$ cat config.mk
export PLATFORM = sky130hd
export DESIGN_NAME = gray_conv_arb_flat
export DESIGN_NICKNAME = d
export VERILOG_FILES = /design/src/rtl/gray_pkg.sv /design/src/rtl/gray_conv_arb_if.sv /design/src/rtl/bin2gray.sv /design/src/rtl/gray_conv_arb.sv /design/src/flat_wrapper.sv
export SDC_FILE = /design/constraint.sdc
export NUM_CORES = 1
export LEC_CHECK = 0
export BUFFER_PORTS_ARGS = -buffer_cell sky130_fd_sc_hd__clkbuf_2
export CORE_AREA = 2 2 39 41
export CTS_BUF_LIST = sky130_fd_sc_hd__clkbuf_4 sky130_fd_sc_hd__clkbuf_8
export CTS_CLUSTER_DIAMETER = 100
export DETAILED_ROUTE_END_ITERATION = 6
export DIE_AREA = 0 0 41 43
export PLACE_DENSITY = 0.72
export SLEW_MARGIN = 15
export SYNTH_ARGS = -nofsm -noshare
export SYNTH_HDL_FRONTEND = slang
export SYNTH_HIERARCHICAL = 1
export SYNTH_SLANG_ARGS = --single-unit
export TNS_END_PERCENT = 20
$ cat constraint.sdc
create_clock -name clk -period 1.86 [get_ports clk]
set_clock_uncertainty 0.1 [all_clocks]
set_input_delay 0.372 -clock clk [delete_from_list [all_inputs] [get_ports clk]]
set_output_delay 0.372 -clock clk [all_outputs]
set_load 0.02 [all_outputs]
$ cat src/rtl/gray_pkg.sv
// Shared constants and types for the Gray-code conversion arbiter.
package gray_pkg;

    // Default width of every binary / Gray data word.
    localparam int GRAY_WIDTH = 6;

    // Requester index: which input produced a result, also used as the
    // round-robin pointer value.
    typedef logic src_t;

    localparam src_t SRC_REQ0 = 1'b0;
    localparam src_t SRC_REQ1 = 1'b1;

endpackage

$ cat src/rtl/gray_conv_arb_if.sv
// Handshake bundle for gray_conv_arb: two requesters in, one result out.
interface gray_conv_arb_if
    import gray_pkg::*;
#(
    parameter int WIDTH = GRAY_WIDTH
);

    logic             req0_valid_i;
    logic [WIDTH-1:0] req0_bin_i;
    logic             req0_ready_o;
    logic             req1_valid_i;
    logic [WIDTH-1:0] req1_bin_i;
    logic             req1_ready_o;
    logic             out_valid_o;
    logic [WIDTH-1:0] out_gray_o;
    src_t             out_src_o;
    logic             out_ready_i;

    // Converter side.
    modport slave (
        input  req0_valid_i, req0_bin_i,
        output req0_ready_o,
        input  req1_valid_i, req1_bin_i,
        output req1_ready_o,
        output out_valid_o, out_gray_o, out_src_o,
        input  out_ready_i
    );

    // Requester / consumer side.
    modport master (
        output req0_valid_i, req0_bin_i,
        input  req0_ready_o,
        output req1_valid_i, req1_bin_i,
        input  req1_ready_o,
        input  out_valid_o, out_gray_o, out_src_o,
        output out_ready_i
    );

endinterface

$ cat src/rtl/bin2gray.sv
// Purely combinational binary to reflected-Gray converter.
module bin2gray #(
    parameter int WIDTH = 6
) (
    input  logic [WIDTH-1:0] bin_i,
    output logic [WIDTH-1:0] gray_o
);

    // Each Gray bit is the XOR of a binary bit with its upper neighbour.
    assign gray_o = bin_i ^ (bin_i >> 1);

endmodule

$ cat src/rtl/gray_conv_arb.sv
// Two requesters share one binary-to-Gray converter through a single-entry
// output register; round-robin arbitration when both are valid.
module gray_conv_arb
    import gray_pkg::*;
#(
    parameter int WIDTH = GRAY_WIDTH
) (
    input  logic           clk,
    input  logic           reset_n,
    gray_conv_arb_if.slave bus
);

    logic             free;
    logic             gnt0;
    logic             gnt1;
    src_t             sel_src;
    logic [WIDTH-1:0] sel_bin;
    logic [WIDTH-1:0] sel_gray;

    logic             out_valid_q, out_valid_d;
    logic [WIDTH-1:0] out_gray_q,  out_gray_d;
    src_t             out_src_q,   out_src_d;
    src_t             ptr_q,       ptr_d;

    // Grant at most one requester, only when the output register can take a word.
    // Reset gates free so no ready is raised in a reset cycle.
    always_comb begin
        free    = reset_n && (!out_valid_q || bus.out_ready_i);
        gnt0    = free && bus.req0_valid_i && (!bus.req1_valid_i || ptr_q == SRC_REQ0);
        gnt1    = free && bus.req1_valid_i && (!bus.req0_valid_i || ptr_q == SRC_REQ1);
        sel_src = gnt1 ? SRC_REQ1 : SRC_REQ0;
        sel_bin = gnt1 ? bus.req1_bin_i : bus.req0_bin_i;
    end

    bin2gray #(
        .WIDTH (WIDTH)
    ) u_bin2gray (
        .bin_i  (sel_bin),
        .gray_o (sel_gray)
    );

    // Next state: load on accept (pointer flips to the other side), drop valid on a bare drain.
    always_comb begin
        out_valid_d = out_valid_q;
        out_gray_d  = out_gray_q;
        out_src_d   = out_src_q;
        ptr_d       = ptr_q;
        if (gnt0 || gnt1) begin
            out_valid_d = 1'b1;
            out_gray_d  = sel_gray;
            out_src_d   = sel_src;
            ptr_d       = (sel_src == SRC_REQ0) ? SRC_REQ1 : SRC_REQ0;
        end else if (bus.out_ready_i) begin
            out_valid_d = 1'b0;
        end
    end

    // State registers with synchronous active-low reset; reset discards any held result.
    always_ff @(posedge clk) begin
        if (!reset_n) begin
            out_valid_q <= 1'b0;
            out_gray_q  <= '0;
            out_src_q   <= SRC_REQ0;
            ptr_q       <= SRC_REQ0;
        end else begin
            out_valid_q <= out_valid_d;
            out_gray_q  <= out_gray_d;
            out_src_q   <= out_src_d;
            ptr_q       <= ptr_d;
        end
    end

    assign bus.req0_ready_o = gnt0;
    assign bus.req1_ready_o = gnt1;
    assign bus.out_valid_o  = out_valid_q;
    assign bus.out_gray_o   = out_gray_q;
    assign bus.out_src_o    = out_src_q;

endmodule

$ cat src/flat_wrapper.sv
// flat-port wrapper written by rule: the top's interface ports become plain ports
module gray_conv_arb_flat import gray_pkg::*;
#(
    parameter int WIDTH = GRAY_WIDTH
)
  (clk, reset_n, bus_req0_valid_i, bus_req0_bin_i, bus_req0_ready_o, bus_req1_valid_i, bus_req1_bin_i, bus_req1_ready_o, bus_out_valid_o, bus_out_gray_o, bus_out_src_o, bus_out_ready_i);
  gray_conv_arb_if #(.WIDTH(WIDTH)) bus_i ();
  input  logic clk;
  input  logic reset_n;
  input wire logic [$bits(bus_i.req0_valid_i)-1:0] bus_req0_valid_i;
  input wire logic [$bits(bus_i.req0_bin_i)-1:0] bus_req0_bin_i;
  output wire logic [$bits(bus_i.req0_ready_o)-1:0] bus_req0_ready_o;
  input wire logic [$bits(bus_i.req1_valid_i)-1:0] bus_req1_valid_i;
  input wire logic [$bits(bus_i.req1_bin_i)-1:0] bus_req1_bin_i;
  output wire logic [$bits(bus_i.req1_ready_o)-1:0] bus_req1_ready_o;
  output wire logic [$bits(bus_i.out_valid_o)-1:0] bus_out_valid_o;
  output wire logic [$bits(bus_i.out_gray_o)-1:0] bus_out_gray_o;
  output wire logic [$bits(bus_i.out_src_o)-1:0] bus_out_src_o;
  input wire logic [$bits(bus_i.out_ready_i)-1:0] bus_out_ready_i;
  assign bus_i.req0_valid_i = bus_req0_valid_i;
  assign bus_i.req0_bin_i = bus_req0_bin_i;
  assign bus_req0_ready_o = bus_i.req0_ready_o;
  assign bus_i.req1_valid_i = bus_req1_valid_i;
  assign bus_i.req1_bin_i = bus_req1_bin_i;
  assign bus_req1_ready_o = bus_i.req1_ready_o;
  assign bus_out_valid_o = bus_i.out_valid_o;
  assign bus_out_gray_o = bus_i.out_gray_o;
  assign bus_out_src_o = bus_i.out_src_o;
  assign bus_i.out_ready_i = bus_out_ready_i;
  gray_conv_arb #(.WIDTH(WIDTH)) u_core (.clk(clk), .reset_n(reset_n), .bus(bus_i));
endmodule
==> impl_metrics.yaml <==
outcome:
  run_status: "finished, final reports clean"
global_routing:
  grt_max_degree: 16
  grtUsageTotal_pct: 15.7
  grt_pass1_vias: 480
  antenna_found_initial: 0
  wire_length_of_the_first_global_routing_pass_mm: 1.88
  grt_overflow_total: 0
layout:
  post_route_cells_drive_above_1_share_pct: 52.3
  finalInstanceArea_um2: 723
  num-nets-final: 106
  num_antenna_cells: 0
  area_growth_pct: 28.2
critical_path:
  r2r_slack_ns: 0.27
  arrival_ns: 1.23
  crit_required_ns: 1.39
  timing.rr.end: "u_core/bus.out_gray_o[3]"
  reg2regPathDepth: 6
  crit_type: "reg2out"
  worstReg2RegStart: "u_core/ptr_q"
  crit_path_max_fanout: 7
  worst_setup_path_end_kind: "output port"
  setup.worst_path.start_class: "register"
drt:
  first_drt_iteration_drcs: 5
  detail_route.first_pass.iterations: 4
  wl_per_cell_um: 11.3
  routed_via_density: 5.01
  postRouteAntennaNets: 0
  detail_route.drc_violations: 0
  num_vias: 521
  drt-total-wl_mm: 1.17
timing:
  finalMaxSlewViolations: 0
  timing.final.hold_violations: 0
  setup-violations-final: 0
  rsz_0062_raised_after_global_routing: "false"
  tightest_slew_margin_relative_to_the_limit_pct: 82.2
  max_slew.worst_pin.slew_ns: 0.266
  final.min_clock_period_ns: 1.70
  achievable-frequency_mhz: 588
  postLayoutSetupSlackWorst_ns: 0.160
  final.setup.tns_ns: 0
  period_share_pct: 91.4
die:
  floorplan.core_area_um2: 1380
  design.die.area_um2: 1760
  chipWidth_um: 41
  initial_utilization_pct: 40.8
  dieHeight_um: 43
  floorplan.rows: 14
  floorplan.io_pins: 27
pwr:
  leakagePower_nw: 0.347
  power.density_nw_per_um2: 757
  irDropWorstVdd_v: 0.000405
  p_total_uw: 547
min_path:
  whs_endpoint: "u_core/bus.out_src_o"
  class_of_the_most_critical_hold_timing_path: "in2reg"
  critical_hold_path_startpoint: "bus_req1_valid_i"
  hold_critical_path_depth: 3
placed_design:
  cell_area_after_placement_um2: 693
  half_perimeter_wire_length_after_placement_um: 955
  io_buffer_count: 26
  gp_congestion: 0.729
  dp_slack_ns: 0.127
synth:
  netlist_instances: 61
  synth_warnings: 6
  synth-seq-cells: 9
  synth_fp_nets: 78
  synthDistinctLibCells: 21
  synth_area_um2: 564
  postSynthAreaPerCell_um2: 9.25
  synth-seq-area-share_pct: 31.9
cts:
  cts_max_level: 1
  tritoncts: "done"
  cts.reportedPaths.clkPinSlew_ns: 0.07
  clk-insertion-delay-late_ns: 0.26
  cts_num_sinks: 9
  post_cts_resize_count: 0
  ctsLongestPathBuffers: 2
  post_cts_buffers: 0
  cts_buffers: 3
  clockRootBuffer: "sky130_fd_sc_hd__clkbuf_4"
  post_cts_hold_buffer_count: 0
flow_run:
  max_cap_viol_count: 0
==> cells in the mapped netlist <==
cell                       count  area share (%)
sky130_fd_sc_hd__buf_2         2             1.8
sky130_fd_sc_hd__nand4_4       1             3.8
sky130_fd_sc_hd__dfxtp_1       9              32
sky130_fd_sc_hd__nand2b_1      2             2.2
sky130_fd_sc_hd__mux2_2        6              12
sky130_fd_sc_hd__or2_1         1             1.1
sky130_fd_sc_hd__nor2b_1       1             1.1
sky130_fd_sc_hd__o21a_1        1             1.3
sky130_fd_sc_hd__xor2_1        5             7.8
sky130_fd_sc_hd__a21boi_0      2             2.7
sky130_fd_sc_hd__o21ai_2       6             9.3
sky130_fd_sc_hd__and3_4        1             2.0
sky130_fd_sc_hd__buf_4         2             2.7
sky130_fd_sc_hd__buf_6         1             2.0
sky130_fd_sc_hd__o21ai_0       2             1.8
sky130_fd_sc_hd__inv_1         3             2.0
sky130_fd_sc_hd__nand2_1       7             4.7
sky130_fd_sc_hd__or3_1         1             1.1
sky130_fd_sc_hd__nand3_1       1            0.89
sky130_fd_sc_hd__nand4_1       6             6.7
sky130_fd_sc_hd__a211oi_1      1             1.3
==> flip-flops by register name, summed over array words and instances, names as in the netlist <==
register / count
u_core/bus.out_gray_o: 6
u_core/bus.out_valid_o: 1
u_core/ptr_q: 1
u_core/bus.out_src_o: 1
==> where the power goes <==
part           internal (mW)  switching, mW  leakage, nW
combinational         0.0674         0.0898        0.253
sequential             0.214         0.0102       0.0748
clock                 0.0972         0.0685       0.0184
total                  0.379          0.168        0.347
==> cell families after synthesis <==
kind of cell	after synthesis	synth area share [%]
buffers and inverters	8	8.42
AND/OR/NAND/NOR	21	23.5
flip-flops	9	31.9
AO/OA/AOI/OAI	12	16.4
XOR/XNOR	5	7.76
multiplexers	6	12.0
==> critical path: stages, from the launching register on <==
cell and delay (ns):
sky130_fd_sc_hd__dfxtp_1 0.36, sky130_fd_sc_hd__nand2b_1 0.19, sky130_fd_sc_hd__nand4_4 0.17, sky130_fd_sc_hd__inv_1 0.08, sky130_fd_sc_hd__clkbuf_2 0.16
==> placed cells by master (no fill, tap or decap), types with 3 or more instances in the layout <==
master,synthesis,layout
sky130_fd_sc_hd__clkbuf_2,0,26
sky130_fd_sc_hd__o21ai_2,6,6
sky130_fd_sc_hd__mux2_2,6,6
sky130_fd_sc_hd__dfxtp_1,9,9
sky130_fd_sc_hd__nand2_1,7,7
sky130_fd_sc_hd__xor2_1,5,5
sky130_fd_sc_hd__inv_1,3,3
sky130_fd_sc_hd__nand4_1,6,6
sky130_fd_sc_hd__clkbuf_4,0,4
==> through the flow <==
step | hold WS [ns] | std cells | util, %
finish | 0.341 | 104 | 52.3
global route | 0.357 | 104 | 52.3
CTS | 0.340 | 104 | 52.3
detailed placement | 0.351 | 100 | 50.1
global placement | 0.349 | 100 | 50.1
floorplan | 0.373 | 61 | -
==> area by class of cell <==
type	instances	area (µm²)
sequential	9	180
multi-input combinational	44	337
fill	142	661
tap	16	20.0
timing repair buffer	28	145
clock buffer	4	30.0
inverter	3	11.3
==> routing by layer <==
layer  global-route usage, %  share of wire (%)  routed length [µm]
met4                    10.0                  0                   0
met5                       0                  0                   0
met1                    19.4                 45                 524
met3                    1.57                4.4                  51
met2                    24.4                 51                 595
==> worst max path at each step <==
stage                                from                        to  depth (start not counted)  slack, ns
final                        u_core/ptr_q          bus_req1_ready_o                          4       0.16
after global routing         u_core/ptr_q          bus_req1_ready_o                          4       0.06
after CTS                    u_core/ptr_q          bus_req1_ready_o                          4       0.15
after detailed placement  bus_out_ready_i  u_core/bus.out_gray_o[1]                          7       0.13
after global placement    bus_out_ready_i  u_core/bus.out_gray_o[3]                          7       0.14
after floorplan                   reset_n          bus_req0_ready_o                          4       0.07
Power figures use the tool's default switching activity.
